==> config.mk <==
export PLATFORM = sky130hd
export DESIGN_NAME = alu_share_arb
export DESIGN_NICKNAME = d
export VERILOG_FILES = /design/src/rtl/alu_share_arb.sv
export SDC_FILE = /design/constraint.sdc
export NUM_CORES = 1
export LEC_CHECK = 0
export BUFFER_PORTS_ARGS = -buffer_cell sky130_fd_sc_hd__buf_2
export CAP_MARGIN = 20
export CORE_AREA = 2 2 135 137
export DETAILED_ROUTE_END_ITERATION = 6
export DIE_AREA = 0 0 137 139
export GPL_ROUTABILITY_DRIVEN = 0
export GPL_TIMING_DRIVEN = 0
export HOLD_SLACK_MARGIN = 0.12
export PLACE_DENSITY_LB_ADDON = 0.12
export SYNTH_ARGS = -nofsm -noshare
export SYNTH_HDL_FRONTEND = slang
export SYNTH_SLANG_ARGS = --single-unit
==> constraint.sdc <==
create_clock -name i_clk -period 7.9 [get_ports i_clk]
set_input_delay 2.37 -clock i_clk [delete_from_list [all_inputs] [get_ports i_clk]]
set_output_delay 2.37 -clock i_clk [all_outputs]
set_load 0.005 [all_outputs]
==> src/rtl/alu_share_arb.sv <==
// Round-robin arbiter sharing one combinational ALU among NREQ valid/ready requesters,
// with a single registered response slot. Optional per-requester grant counters: ALU_ARB_CNT_EN.
module alu_share_arb #(
  parameter int NREQ = 3,
  parameter int DW   = 32,
  parameter int OPW  = 4,
  parameter int IDW  = 2
) (
  input  logic                i_clk,
  input  logic                i_rst,
  input  logic [NREQ-1:0]     i_req_valid,
  output logic [NREQ-1:0]     o_req_ready,
  input  logic [NREQ*DW-1:0]  i_req_operand_a,
  input  logic [NREQ*DW-1:0]  i_req_operand_b,
  input  logic [NREQ*OPW-1:0] i_req_alu_op,
  output logic [DW-1:0]       o_alu_operand_a,
  output logic [DW-1:0]       o_alu_operand_b,
  output logic [OPW-1:0]      o_alu_op,
  input  logic [DW-1:0]       i_alu_res,
  output logic                o_rsp_valid,
  input  logic                i_rsp_ready,
  output logic [DW-1:0]       o_rsp_data,
  output logic [IDW-1:0]      o_rsp_id,
  output logic                o_busy
`ifdef ALU_ARB_CNT_EN
  ,
  output logic [NREQ*16-1:0]  o_grant_cnt
`endif
);

  typedef enum logic {S_EMPTY = 1'b0, S_FULL = 1'b1} state_e;

  state_e         state_q, state_d;
  logic           slot_free;
  logic           grant_vld;
  logic [IDW-1:0] grant_idx;
  logic [IDW-1:0] last_grant;

  // The slot can take a new result when empty or when its current one leaves this cycle.
  assign slot_free = !i_rst && ((state_q == S_EMPTY) || i_rsp_ready);

  // NOTE: every signal written in an always_comb gets a default first, so no path infers a latch.
  always_comb begin
    int cand;
    grant_vld = 1'b0;
    grant_idx = '0;
    cand      = 0;
    for (int i = 1; i <= NREQ; i++) begin
      cand = (int'(last_grant) + i) % NREQ;
      if (slot_free && !grant_vld && i_req_valid[cand]) begin
        grant_vld = 1'b1;
        grant_idx = IDW'(cand);
      end
    end
  end

  always_comb begin
    o_req_ready     = '0;
    o_alu_operand_a = '0;
    o_alu_operand_b = '0;
    o_alu_op        = '0;
    if (grant_vld) begin
      o_req_ready     = NREQ'(1) << grant_idx;
      o_alu_operand_a = i_req_operand_a[int'(grant_idx)*DW +: DW];
      o_alu_operand_b = i_req_operand_b[int'(grant_idx)*DW +: DW];
      o_alu_op        = i_req_alu_op[int'(grant_idx)*OPW +: OPW];
    end
  end

  always_comb begin
    state_d = state_q;
    case (state_q)
      S_EMPTY: if (grant_vld) state_d = S_FULL;
      S_FULL:  if (!grant_vld && i_rsp_ready) state_d = S_EMPTY;
      default: state_d = S_EMPTY;
    endcase
  end

  // NOTE: sequential state uses non-blocking assignments so all registers update from pre-edge values.
  always_ff @(posedge i_clk or posedge i_rst) begin
    if (i_rst) state_q <= S_EMPTY;
    else       state_q <= state_d;
  end

  always_ff @(posedge i_clk or posedge i_rst) begin
    if (i_rst) begin
      o_rsp_data <= '0;
      o_rsp_id   <= '0;
      last_grant <= IDW'(NREQ - 1);
    end else if (grant_vld) begin
      o_rsp_data <= i_alu_res;
      o_rsp_id   <= grant_idx;
      last_grant <= grant_idx;
    end
  end

  assign o_rsp_valid = (state_q == S_FULL);
  assign o_busy      = o_rsp_valid | (|i_req_valid);

`ifdef ALU_ARB_CNT_EN
  for (genvar k = 0; k < NREQ; k++) begin : g_cnt
    logic [15:0] cnt_q;
    // Saturating: a stuck-at-max counter is more useful for debug than a wrapped one.
    always_ff @(posedge i_clk or posedge i_rst) begin
      if (i_rst)                                                       cnt_q <= '0;
      else if (grant_vld && grant_idx == IDW'(k) && cnt_q != 16'hFFFF) cnt_q <= cnt_q + 16'd1;
    end
    assign o_grant_cnt[k*16 +: 16] = cnt_q;
  end
`endif

endmodule

### Word level (Yosys, flattened, before mapping)

Cells that the tools add are included.

| operators by class | value |
|---|---|
| bitwise logic cells | 2 |
| shift-type cells | 4 |
| magnitude comparators | 3 |
| multiplexer cells | 22 |
| $add $sub $neg | 3 |
| reduce and logical (&&, ||, !) cells | 13 |
| divide/modulo/power cells | 3 |

Operators with widths:

| kind | count |
|---|---|
| 96-bit by 8-bit indexed part select with 32-bit output | 2 |
| 32-bit by 4-bit < comparator with 1-bit output (second input constant) | 3 |
| 32-bit by 3-bit remainder unit with 32-bit output (second input constant) | 3 |
| 32-bit 2-to-1 mux | 2 |
| 12-bit by 5-bit indexed part select with 4-bit output | 1 |
| 1-bit 2-to-1 mux | 11 |
| 1-bit logical AND | 7 |
| 2-bit by 2-bit adder with 3-bit output (second input constant) | 2 |
| 1-bit binary-select mux with 2-bit select | 3 |
| 2-bit 2-to-1 mux | 3 |
| 1-bit logical NOT | 4 |
| 4-bit 2-to-1 mux | 1 |
| 2-bit by 1-bit adder with 3-bit output (second input constant) | 1 |
| 3-bit 2-to-1 mux | 1 |
| 3-bit OR reduction | 1 |
| 1-bit by 2-bit << shifter with 3-bit output (first input constant) | 1 |
| 1-bit one-hot mux with 2 select lines | 1 |
| 1-bit logical OR | 1 |
| 1-bit inverter | 1 |
| 1-bit OR | 1 |

| word-level totals | value |
|---|---|
| flip-flop bits (word level) | 37 |
| logic and storage cells | 54 |
| output and inout port bits | 107 |
| input port bits | 242 |

### Logic depth before layout (Yosys ltp)

| logic depth | value |
|---|---|
| depth after elaboration | 19 |
| depth in mapped cells | 12 |
| mapped depth without buffers | 7 |

### Worst setup path after synthesis

No wires, ideal clock.

| timing | value |
|---|---|
| path kind | input port to output port |
| from | input i_rst |
| to | output o_alu_operand_a[29] |
| stages | 7 |
| required time | 5530 ps |
| path buffers | 2 |
| path slack | 1157 ps |
| data arrival time | 4373 ps |
| path through | inv_1 o21a_1 clkbuf_1 clkbuf_1 o32ai_1 a31oi_1 o2bb2ai_1 |

| between the ends | value |
|---|---|
| cells in the longest elaborated chain, start to end | 14 |
| elaborated cells on any way between the ends | 17 |
| classes of those cells | 1 x shift; 7 x mux; 9 x reduce/logical |

Ends and longest elaborated chain:

| what | RTL line | text |
|---|---|---|
| start, declared | 10 | `input logic i_rst,` |
| 1-bit logical NOT (no line) * | - |  |
| 1-bit logical AND * | 40 | `assign slot_free = !i_rst && ((state_q == S_EMPTY) \|\| i_rsp_ready);` |
| 1-bit logical AND | 50 | `if (slot_free && !grant_vld && i_req_valid[cand]) begin` |
| 1-bit 2-to-1 mux | 50 |  |
| 1-bit logical NOT | 50 |  |
| 1-bit logical AND (2 in a row) | 50 |  |
| 1-bit 2-to-1 mux | 50 |  |
| 1-bit logical NOT | 50 |  |
| 1-bit logical AND (2 in a row) | 50 |  |
| 2-bit 2-to-1 mux | 50 |  |
| 96-bit by 8-bit indexed part select with 32-bit output | 64 | `o_alu_operand_a = i_req_operand_a[int'(grant_idx)*DW +: DW];` |
| 32-bit 2-to-1 mux * | 62 | `if (grant_vld) begin` |
| end, declared | 16 | `output logic [DW-1:0] o_alu_operand_a,` |

Every way passes the cells marked *; elsewhere a longest branch is shown, timed or not.

### Final worst setup path

| timing | value |
|---|---|
| from | input i_rst |
| to | output o_alu_operand_a[21] |

Same word-level chain as after synthesis.

==> flow_summary.ini <==
[detailed_routing]
drc = 0
viasPerCell = 4.92
ant_nets = 0
drt_iter0_drc = 226
drtPass1Iterations = 5
wl_per_cell_um = 17.0
wirelength_mm = 18.8
vias = 5434

[power_and_ir_drop]
total_leakage_power_nw = 3.24
p_seq_share_pct = 19.0
clockPowerShare_pct = 11.6
power_frac_comb_pct = 69.4
powerDensity_nw_per_um2 = 279
peakVddDrop_mv = 0.213
switchingPower_mw = 0.799
p_int_mw = 0.926
switching_share_pct = 46.3

[clocking]
clk_pin_slew_worst_paths_ps = 50
cts.repair.resized = 0
clkLatencyLatePin_ps = 280
cts_inserted_buffers = 5
cts_buffer_depth = 2
htreeDepth = 2
cts_root_buf = clkbuf_16
cts_hold_buf = 0
cts_num_sinks = 36
cts_setup_buffers = 0
tritoncts = built

[yosys]
yosys_warnings = 0
synth_cells = 518
synth_edf_count = 0
synthTopCellsByCount = inv_1, nand2_1, a31oi_1, o2bb2ai_1, o32ai_1
syn_area_um2 = 4010
yosysSeqAreaShare_pct = 22.5
ys_top_cells_by_area = dfrtp_1, o2bb2ai_1, o32ai_1, a31oi_1, mux2_1
yosys_register_bits = 36
yosysMostFrequentCell = inv_1
ys_types = 35
synthArstFlopShare_pct = 100
synth_top_area_share_pct = 21.9
synth_fp_nets = 763
synth_ff_type = dfrtp_1
syn_area_per_cell_um2 = 7.74
yosysTopAreaCell = dfrtp_1

[floorplanning]
dieHeight_um = 139
die_area_um2 = 19000
die_x_um = 137
io_pins = 349
coreArea_um2 = 17700
rows = 49
start_util_pct = 22.7

[global_routing]
gr-usage-all-layers_pct = 17.9
overflow = 0
use_met2_pct = 31.5
grt_pass1_wl_mm = 27.2
grt_max_degree = 38
antenna_found_initial = 5
use_met3_pct = 3.87
grt_busiest_layer = met2
grt_pass1_vias = 5079
use_met1_pct = 22.4

[setup_path]
reg2reg_from = o_rsp_id[0]
worst_setup_path_start_kind = input pin
crit_family = buffers and inverters
reg2reg_depth = 8
crit_arrival_ps = 5010
critPathBufInv = 5
critPathKind = in2out
critical_path.max_stage_delay_ps = 560
cp-end-kind = output pin
critPathMaxFanout = 37
worstPathCellList = buf_2 > inv_2 > o21a_1 > clkbuf_1 > clkbuf_1 > o32ai_1 > a31oi_1 > o2bb2ai_1 > buf_2
critical_path.slowest_cell = inv_2
cp.depth = 9
cp.required_ps = 5530
rr_endpoint = o_rsp_data[27]
rrSetupSlack_ps = 5210

[sta]
rsz0062_at_grt = false
slew_headroom_pct = 48.4
slew_viol_final = 0
final.setup_skew_ps = 6.72
fmax_mhz = 136
worst_pin_slew_ps = 773
min_period_ps = 7380
setup_viol = 0
hold_violations = 0
tns_ps = 0
period_share_pct = 93.4

[run]
drv_cap = 0

[min_path]
hp-start = o_rsp_id[1]
hold_path_class = reg2reg
hold_path_depth = 1
holdPathEnd = o_rsp_id[1]

[placed_design]
port_buffers = 347
dp_hpwl_mm = 14.9
place_area_um2 = 6030

[final_layout]
areaGrowthSynthToFinish_pct = 54.4
final_layout_size_suffix_gt1_share_pct = 43.8
design_area_um2 = 6190
fin_nets = 1117

[outcome]
status = finished clean
-- flip-flops by register name (all words and copies together), names as in the netlist --
| register | count |
|---|---|
| last_grant | 1 |
| o_rsp_id | 2 |
| o_rsp_data | 32 |
| o_rsp_valid | 1 |
-- final cells by class --
cell class	count	area [um2]
fill	1962	11500
multi-input combinational	341	2530
timing repair buffer	347	1740
sequential	36	902
buffer	68	304
tap	229	287
inverter	73	274
clock buffer	6	139
clock inverter	2	15.0
antenna	2	5.00
-- cell families after synthesis --
logic type,synth area share [%]
compound gates,43.7
flops,22.5
fa+ha+maj,0.937
mux,9.99
buf+inv,14.4
simple gates,8.46
-- metrics by stage --
step	util, %	worst slack [ps]	instances	hold slack [ps]	total power, mW
finish	35.1	521	1104	475	1.73
global placement	34.2	-219	1094	456	1.54
detailed placement	34.2	310	1094	464	1.53
global route	35.0	136	1103	502	1.88
floorplan	-	1160	518	474	1.03
CTS	35.0	303	1102	477	1.75
-- power groups by stage --
stage | logic [mW] | registers [mW] | clock network (mW)
6_report | 1.20 | 0.327 | 0.201
4_1_cts | 1.21 | 0.328 | 0.209
2_1_floorplan | 0.694 | 0.335 | 0
3_5_place_dp | 1.21 | 0.326 | 0
3_3_place_gp | 1.21 | 0.329 | 0
5_1_grt | 1.32 | 0.340 | 0.219
-- layout by cell type, fill, tap and decap left out, types with 4 or more instances in the layout --
cell type    n
a21o_1       4
a31oi_1     68
buf_2      364
clkbuf_1    46
clkbuf_16    5
dfrtp_1     35
inv_1       72
mux2_1      32
mux2i_1      4
nand2_1     69
o2bb2ai_1   68
o32ai_1     68
-- routing by layer --
metal | part of all wire, % | vias to the layer above
li1 | - | 2684
met4 | 1.1 | 6
met5 | 0.20 | -
met3 | 8.3 | 22
met1 | 41 | 2497
met2 | 49 | 225
-- how the worst max path moves through the flow --
stage | from | endpoint | slack, ps
global placement | i_rst | o_alu_operand_a[21] | -220
floorplan | i_rst | o_alu_operand_a[29] | 1160
global route | i_rst | o_alu_operand_a[21] | 140
detailed placement | i_rst | o_alu_operand_a[21] | 310
finish | i_rst | o_alu_operand_a[21] | 520
CTS | i_rst | o_alu_operand_a[21] | 300
Power figures use the tool's default switching activity.
